<file path="src/rtl/mac_pkg.sv">
// Shared types and defaults for the MAC sequencer: state encoding, default widths,
// and the pair-count mapping where a programmed length of 0 means 2^CNT_W pairs.
package mac_pkg;

  localparam int unsigned DATA_W_DEF = 8;
  localparam int unsigned ACC_W_DEF  = 20;
  localparam int unsigned CNT_W_DEF  = 8;

  typedef enum logic [1:0] {
    IDLE  = 2'd0,
    RUN   = 2'd1,
    DRAIN = 2'd2,
    HOLD  = 2'd3
  } state_t;

  function automatic int unsigned terminal_count(input int unsigned len,
                                                 input int unsigned cnt_w);
    return (len == 0) ? (32'd1 << cnt_w) : len;
  endfunction

endpackage

</file>
<file path="src/rtl/mac_acc_unit.sv">
// Accumulator register with sticky overflow flag.
// Build option MAC_SAT_EN: clamp to all-ones on carry-out instead of wrapping.
module mac_acc_unit #(
  parameter int unsigned PROD_W = 16,
  parameter int unsigned ACC_W  = 20
) (
  input  logic              clk,
  input  logic              rst,
  input  logic              clr,
  input  logic              add_en,
  input  logic [PROD_W-1:0] addend,
  output logic [ACC_W-1:0]  acc,
  output logic              ovf
);

  logic [ACC_W:0] sum;
  logic           carry;

  // One spare bit on top of the accumulator captures the carry-out of each add.
  assign sum   = {1'b0, acc} + {{(ACC_W + 1 - PROD_W){1'b0}}, addend};
  assign carry = sum[ACC_W];

  always_ff @(posedge clk or posedge rst) begin
    if (rst) begin
      acc <= '0;
      ovf <= 1'b0;
    end else if (clr) begin
      acc <= '0;
      ovf <= 1'b0;
    end else if (add_en) begin
`ifdef MAC_SAT_EN
      acc <= carry ? '1 : sum[ACC_W-1:0];
`else
      acc <= sum[ACC_W-1:0];
`endif
      ovf <= ovf | carry;
    end
  end

endmodule

</file>
<file path="src/rtl/mac_seq_ctrl.sv">
// Dot-product MAC sequencer: streams cfg_len operand pairs into an external multiplier
// and accumulates the products. Build option MAC_SAT_EN selects saturating accumulation.
module mac_seq_ctrl
  import mac_pkg::*;
#(
  parameter int unsigned DATA_W = DATA_W_DEF,
  parameter int unsigned ACC_W  = ACC_W_DEF,
  parameter int unsigned CNT_W  = CNT_W_DEF
) (
  input  logic                clk,
  input  logic                rst,
  input  logic                clear,
  input  logic                start,
  input  logic [CNT_W-1:0]    cfg_len,
  output logic                busy,
  input  logic                in_valid,
  output logic                in_ready,
  input  logic [DATA_W-1:0]   in_a,
  input  logic [DATA_W-1:0]   in_b,
  output logic [DATA_W-1:0]   mul_a,
  output logic [DATA_W-1:0]   mul_b,
  input  logic [2*DATA_W-1:0] mul_p,
  output logic                res_valid,
  input  logic                res_ready,
  output logic [ACC_W-1:0]    res_data,
  output logic                res_ovf,
  output logic                done
);

  state_t         state;
  logic [CNT_W:0] remaining;
  logic           pend;
  logic           accept;
  logic           job_start;
  logic [ACC_W-1:0] acc;
  logic           ovf;

  assign busy      = (state != IDLE);
  // clear masks the handshakes in the same cycle so nothing is accepted or completed
  // while the abort is taking effect.
  assign in_ready  = (state == RUN) && (remaining != '0) && !clear;
  assign res_valid = (state == HOLD) && !clear;
  assign done      = res_valid && res_ready;
  assign accept    = in_valid && in_ready;
  assign job_start = (state == IDLE) && start && !clear;
  assign res_data  = acc;
  assign res_ovf   = ovf;

  always_ff @(posedge clk or posedge rst) begin
    if (rst) begin
      state     <= IDLE;
      remaining <= '0;
      pend      <= 1'b0;
      mul_a     <= '0;
      mul_b     <= '0;
    end else if (clear) begin
      state     <= IDLE;
      remaining <= '0;
      pend      <= 1'b0;
      mul_a     <= '0;
      mul_b     <= '0;
    end else begin
      pend <= accept;
      unique case (state)
        IDLE: begin
          if (start) begin
            remaining <= (CNT_W + 1)'(terminal_count(32'(cfg_len), CNT_W));
            state     <= RUN;
          end
        end
        RUN: begin
          if (accept) begin
            mul_a     <= in_a;
            mul_b     <= in_b;
            remaining <= remaining - (CNT_W + 1)'(1);
            if (remaining == (CNT_W + 1)'(1))
              state <= DRAIN;
          end
        end
        DRAIN: state <= HOLD;
        HOLD: begin
          if (res_ready)
            state <= IDLE;
        end
        default: state <= IDLE;
      endcase
    end
  end

  mac_acc_unit #(
    .PROD_W (2 * DATA_W),
    .ACC_W  (ACC_W)
  ) u_acc (
    .clk    (clk),
    .rst    (rst),
    .clr    (clear || job_start),
    .add_en (pend),
    .addend (mul_p),
    .acc    (acc),
    .ovf    (ovf)
  );

endmodule
</file>
<file path="config.mk">
export PLATFORM = sky130hd
export DESIGN_NAME = mac_seq_ctrl
export DESIGN_NICKNAME = d
export VERILOG_FILES = /design/src/rtl/mac_pkg.sv /design/src/rtl/mac_acc_unit.sv /design/src/rtl/mac_seq_ctrl.sv
export SDC_FILE = /design/constraint.sdc
export NUM_CORES = 1
export LEC_CHECK = 0
export CAP_MARGIN = 20
export CELL_PAD_IN_SITES_DETAIL_PLACEMENT = 1
export CELL_PAD_IN_SITES_GLOBAL_PLACEMENT = 2
export CORE_MARGIN = 2
export CORE_UTILIZATION = 26
export DETAILED_ROUTE_END_ITERATION = 8
export PLACE_DENSITY = 0.74
export SYNTH_ARGS = -nofsm -noshare
export SYNTH_HDL_FRONTEND = slang
export SYNTH_SLANG_ARGS = --single-unit
</file>
<file path="constraint.sdc">
create_clock -name clk -period 2.2 [get_ports clk]
set_input_delay 0.44 -clock clk [delete_from_list [all_inputs] [get_ports clk]]
set_output_delay 0.44 -clock clk [all_outputs]
set_load 0.02 [all_outputs]
</file>
Word-level counts from Yosys, hierarchy flattened
Cells that the tools add are included.

Flip-flop bits (word level): 49. Input bits: 46. Output and inout port bits: 41. Logic and storage cells: 60.

Add/subtract/negate cells: 2. Bitwise logic cells: 1. Multiplexer cells: 22. Equal/unequal tests: 8. Reduce and logical (&&, ||, !) cells: 20.

Operators by type and width (count): $mux 8 (6); $mux 20 (2); $mux 9 (4); $add 20x16->21 (1); $pmux 9 s2 (1); $mux 2 (5); $eq 9x1->1 const B (1); $ne 3x3->1 const B (3); $reduce_bool 9->1 (1); $sub 9x1->9 const B (1); $logic_not 8->1 (1); $pmux 2 s4 (1); $reduce_bool 2->1 (4); $logic_and 1x1->1 (7); $eq 2x2->1 const B (2); $reduce_and 4->1 (1); $mux 1 (3); $ne 3x2->1 const B (1); $reduce_and 3->1 (1); $reduce_bool 3->1 (1); $eq 2x1->1 const B (1); $logic_not 2->1 (1); $reduce_and 2->1 (1); $logic_not 1->1 (1); other kinds (2) (2).

Longest topological paths before layout
Word-level depth: 7. Mapped depth: 9. Mapped depth without buffers: 8.

By module
Synthesis repeated with hierarchy kept, for this count alone.

Cells, all modules: 372. Area, all modules: 3324.4 µm².

Modules (own cells, without submodules): mac_seq_ctrl (cells each 189, times used 1, sequential area each 700.7 µm², area an instance 1671.6 µm²); mac_acc_unit (cells each 183, times used 1, sequential area each 525.5 µm², area an instance 1652.8 µm²).

Worst setup path after synthesis
No wires, ideal clock.

Kind: flip-flop to flip-flop. Start point: register u_acc.acc[0]. End point: register u_acc.acc[10]. Period minus slack after synthesis: 2.466 ns. Arrival: 2.340 ns. Slack: -0.266 ns. Stages on the path, launching flop included: 9. Data required time: 2.074 ns. Buffers on the path: 0. Cells stage by stage: dfrtp_1 ha_1 fa_1 a211oi_1 o21bai_1 o21ai_1 o21ai_0 nor4b_1 a311o_1.

Longest elaborated chain between the ends: 3.

Ends and longest elaborated chain: from (decl) (line mac_acc_unit.sv:12) `output logic [ACC_W-1:0] acc,`; from (signal assigned) (line mac_acc_unit.sv:34) `acc <= sum[ACC_W-1:0];`; $add 20x16->21 (line mac_acc_unit.sv:20) `assign sum = {1'b0, acc} + {{(ACC_W + 1 - PROD_W){1'b0}}, addend};`; $mux 20 (line mac_acc_unit.sv:30) `end else if (add_en) begin`; $mux 20 (line mac_acc_unit.sv:27) `end else if (clr) begin`.

Every way passes these cells. The select of a mux whose other input is x is not followed. A chain may end at the register's enable or synchronous reset.

Final worst setup path
Start point: register remaining[5]. End point: output port in_ready.

Longest elaborated chain between the ends: 3.

Ends and longest elaborated chain: from (decl) (line mac_seq_ctrl.sv:31) `logic [CNT_W:0] remaining;`; from (signal assigned) (line mac_seq_ctrl.sv:67) `remaining <= (CNT_W + 1)'(terminal_count(32'(cfg_len), CNT_W));`; from (signal assigned) (line mac_seq_ctrl.sv:75) `remaining <= remaining - (CNT_W + 1)'(1);`; $reduce_bool 9->1 (line mac_seq_ctrl.sv:41) `assign in_ready = (state == RUN) && (remaining != '0) && !clear;`; $logic_and 1x1->1 (2 in series) (line mac_seq_ctrl.sv:41); to (decl) (line mac_seq_ctrl.sv:17) `output logic in_ready,`.

Every way passes these cells.

==> impl_metrics.json <==
{
  "use_met3_pct": 4.585,
  "die-area_um2": 13990,
  "ys_async_sr_fraction_pct": 100.0,
  "drtIter0Drc": 124,
  "antenna_found_initial": 0,
  "grtUsageMet1_pct": 19.97,
  "cts_tree": "yes",
  "synthCells": 386,
  "cts-root-buf": "clkbuf_16",
  "r2r_start": "u_acc.acc[0]$_DFFE_PP0P_",
  "cp_slowest_cell": "or4_4",
  "grtUsageTotal_pct": 16.72,
  "start_util_pct": 26.80,
  "ios": 87,
  "seq_area_frac_synth_pct": 36.11,
  "slew-limit-headroom_pct": 59.30,
  "final_cell_mix": "buf_4, clkdlybuf4s50_1, dfrtp_1, nand2_1, o21ai_0",
  "combPwrFrac_pct": 56.1,
  "seqPwrFrac_pct": 26.0,
  "ant_nets": 0,
  "finalWeightedCongestion": 0.8129,
  "drt_first_pass_iters": 4,
  "areaGrowthSynthToFinish_pct": 56.60,
  "grt_max_degree": 34,
  "rsz0062_at_grt": "yes",
  "n_antenna_cell": 0,
  "synth_edf_count": 0,
  "synth_fp_nets": 457,
  "crit_type": "reg2out",
  "htreeDepth": 2,
  "arrival_ns": 1.71,
  "drv_cap": 0,
  "layout_commonest_cell": "buf_4",
  "layout-drive-gt1-share_pct": 24.17,
  "drv_slew": 0,
  "worstPathRequired_ns": 1.76,
  "drt_wl_total_um": 11370,
  "leakagePower_nw": 2.272,
  "clock_skew_ns": 0.008723,
  "overflow": 0,
  "finalNetCount": 612,
  "synthesis.area_um2": 3396,
  "ir_drop_v": 0.0005844,
  "vias": 3556,
  "drc": 0,
  "clkLatencyLatePin_ns": 0.31,
  "routed_via_density": 4.980,
  "ys_ff_latch": 49,
  "ys_types": 56,
  "clock_path_buffers": 2,
  "setup-violations-final": 0,
  "swShare_pct": 40.14,
  "busiest_layer": "met2",
  "worst_slew_pin_slew_ns": 0.6090,
  "clk_pin_slew_ns": 0.08,
  "max_freq_mhz": 464.8,
  "port_buffers": 86,
  "p_switching_mw": 1.840,
  "postCtsHoldBufs": 0,
  "met2_usage_pct": 29.52,
  "grt_pass1_vias": 3859,
  "clock_sinks": 49,
  "grt_first_pass_wirelength_um": 19050,
  "dp_hpwl_um": 8599,
  "finalCritPeriodShare_pct": 97.79,
  "cp-endpoint": "in_ready",
  "slowest_delay_ns": 0.57,
  "crit_chain": "or4_4 -> nor4_4 -> a21oi_1 -> buf_2",
  "status": "completed",
  "cp_max_fo": 2,
  "avgSynthCellArea_um2": 8.797,
  "ys.flop_type": "dfrtp_1",
  "worstSetupEndpointType": "output pin",
  "core_um2": 12670,
  "fin_crit_ns": 2.151,
  "startpoint": "remaining[5]$_DFFE_PP0P_",
  "reg2regPathDepth": 8,
  "die_x_um": 118.3,
  "cts_buffers": 5,
  "p_int_mw": 2.744,
  "yosysWarnings": 0,
  "fp.dieH_um": 118.3,
  "power_density_nw_per_um2": 862.0,
  "hold_violations": 0,
  "numPlacedInstances": 698,
  "cp-start-kind": "flip-flop",
  "hold_path_class": "in2async",
  "final_cells": 714,
  "row_count": 41,
  "regToRegSetupSlack_ns": 0.06,
  "regToRegEndpoint": "u_acc.acc[10]$_DFFE_PP0P_",
  "hold_ws_ns": 0.4508,
  "p_clk_share_pct": 18.0,
  "wl_per_cell_um": 15.93
}
==> worst min-delay path by stage <==
stage               slack, ns                  endpoint  cells past startpoint                startpoint
global placement         0.50     u_acc.ovf$_DFFE_PP0P_                      2     u_acc.ovf$_DFFE_PP0P_
detailed placement       0.51     u_acc.ovf$_DFFE_PP0P_                      2     u_acc.ovf$_DFFE_PP0P_
global route             0.50  remaining[0]$_DFFE_PP0P_                      2                       rst
floorplan                0.50  remaining[1]$_DFFE_PP0P_                      2  remaining[1]$_DFFE_PP0P_
finish                   0.45  remaining[0]$_DFFE_PP0P_                      2                       rst
CTS                      0.47  remaining[0]$_DFFE_PP0P_                      2                       rst
==> routing by layer <==
metal,wire length (µm),up-vias
met5,0,-
met4,136,0
met3,502,10
met2,5595,66
met1,5137,1754
li1,-,1726
==> worst max-delay path, delay by kind of cell, from the launching register on <==
kind / cells / cell delay, ns
simple gates: 2 / 0.75
flops: 1 / 0.38
buf+inv: 1 / 0.17
compound gates: 1 / 0.11
==> cell type report <==
type,count,area (µm²)
Fill cell,1506,7353
Multi-Input combinational cell,304,2173
Timing Repair Buffer,171,1516
Sequential cell,49,1229
Tap cell,172,215.2
Clock buffer,5,125.1
Inverter,10,37.54
Clock inverter,3,21.27
==> power groups by stage <==
stage / Sequential (mW) / Clock (mW) / Combinational (mW)
finish: 1.19 / 0.823 / 2.57
global route: 1.22 / 0.886 / 2.83
CTS: 1.19 / 0.855 / 2.55
detailed placement: 1.20 / 0 / 2.42
global placement: 1.19 / 0 / 2.36
floorplan: 1.30 / 0 / 1.27
==> cells in the mapped netlist, drive strengths merged (9+ instances only) <==
cell type	number	area share, %
inv	10	1.1
a21oi	25	3.7
o21ai	37	5.6
nand2	38	4.2
nand2b	21	3.9
nand3	13	1.9
buf	11	3.0
nor2	31	3.4
ha	24	8.8
dfrtp	49	36
mux2i	9	2.7
clkbuf	12	1.4
==> what timing repair did <==
item | 4_1_cts | 5_1_grt
endpoints found under the setup margin | 26 | 19
setup buffers | 5 | 4
gates resized for setup | 26 | 15
pin swaps | 18 | 10
==> registers in the layout, indices dropped and copies added, names as in the netlist <==
name,flops
mul_a,8
pend,1
u_acc.acc,20
mul_b,8
remaining,9
state,2
u_acc.ovf,1
==> stage by stage <==
stage                     setup WS, ns  setup TNS (ns)  utilization, %  total power [mW]  instance area, µm²
after floorplan               0.003752               0               -             2.577                3455
after global placement         -0.4658          -9.209           39.25             3.548                4974
after detailed placement       -0.5128          -10.92           39.25             3.623                4974
after CTS                     -0.06817         -0.1534           41.34             4.603                5238
after global routing          -0.04172         -0.1082           41.97             4.931                5318
final                          0.04862               0           41.97             4.584                5318
==> cells by family (layout without fill, tap and decap cells) <==
kind of cell | after synthesis | after routing | share of synthesized area (%)
compound gates | 115 | 115 | 21.59
xor+xnor | 7 | 7 | 1.805
fa+ha+maj | 25 | 25 | 9.433
buf+inv | 33 | 189 | 5.527
flops | 49 | 49 | 36.11
mux | 11 | 11 | 3.316
simple gates | 146 | 146 | 22.22
No activity file was read; power rests on OpenSTA's default activity.
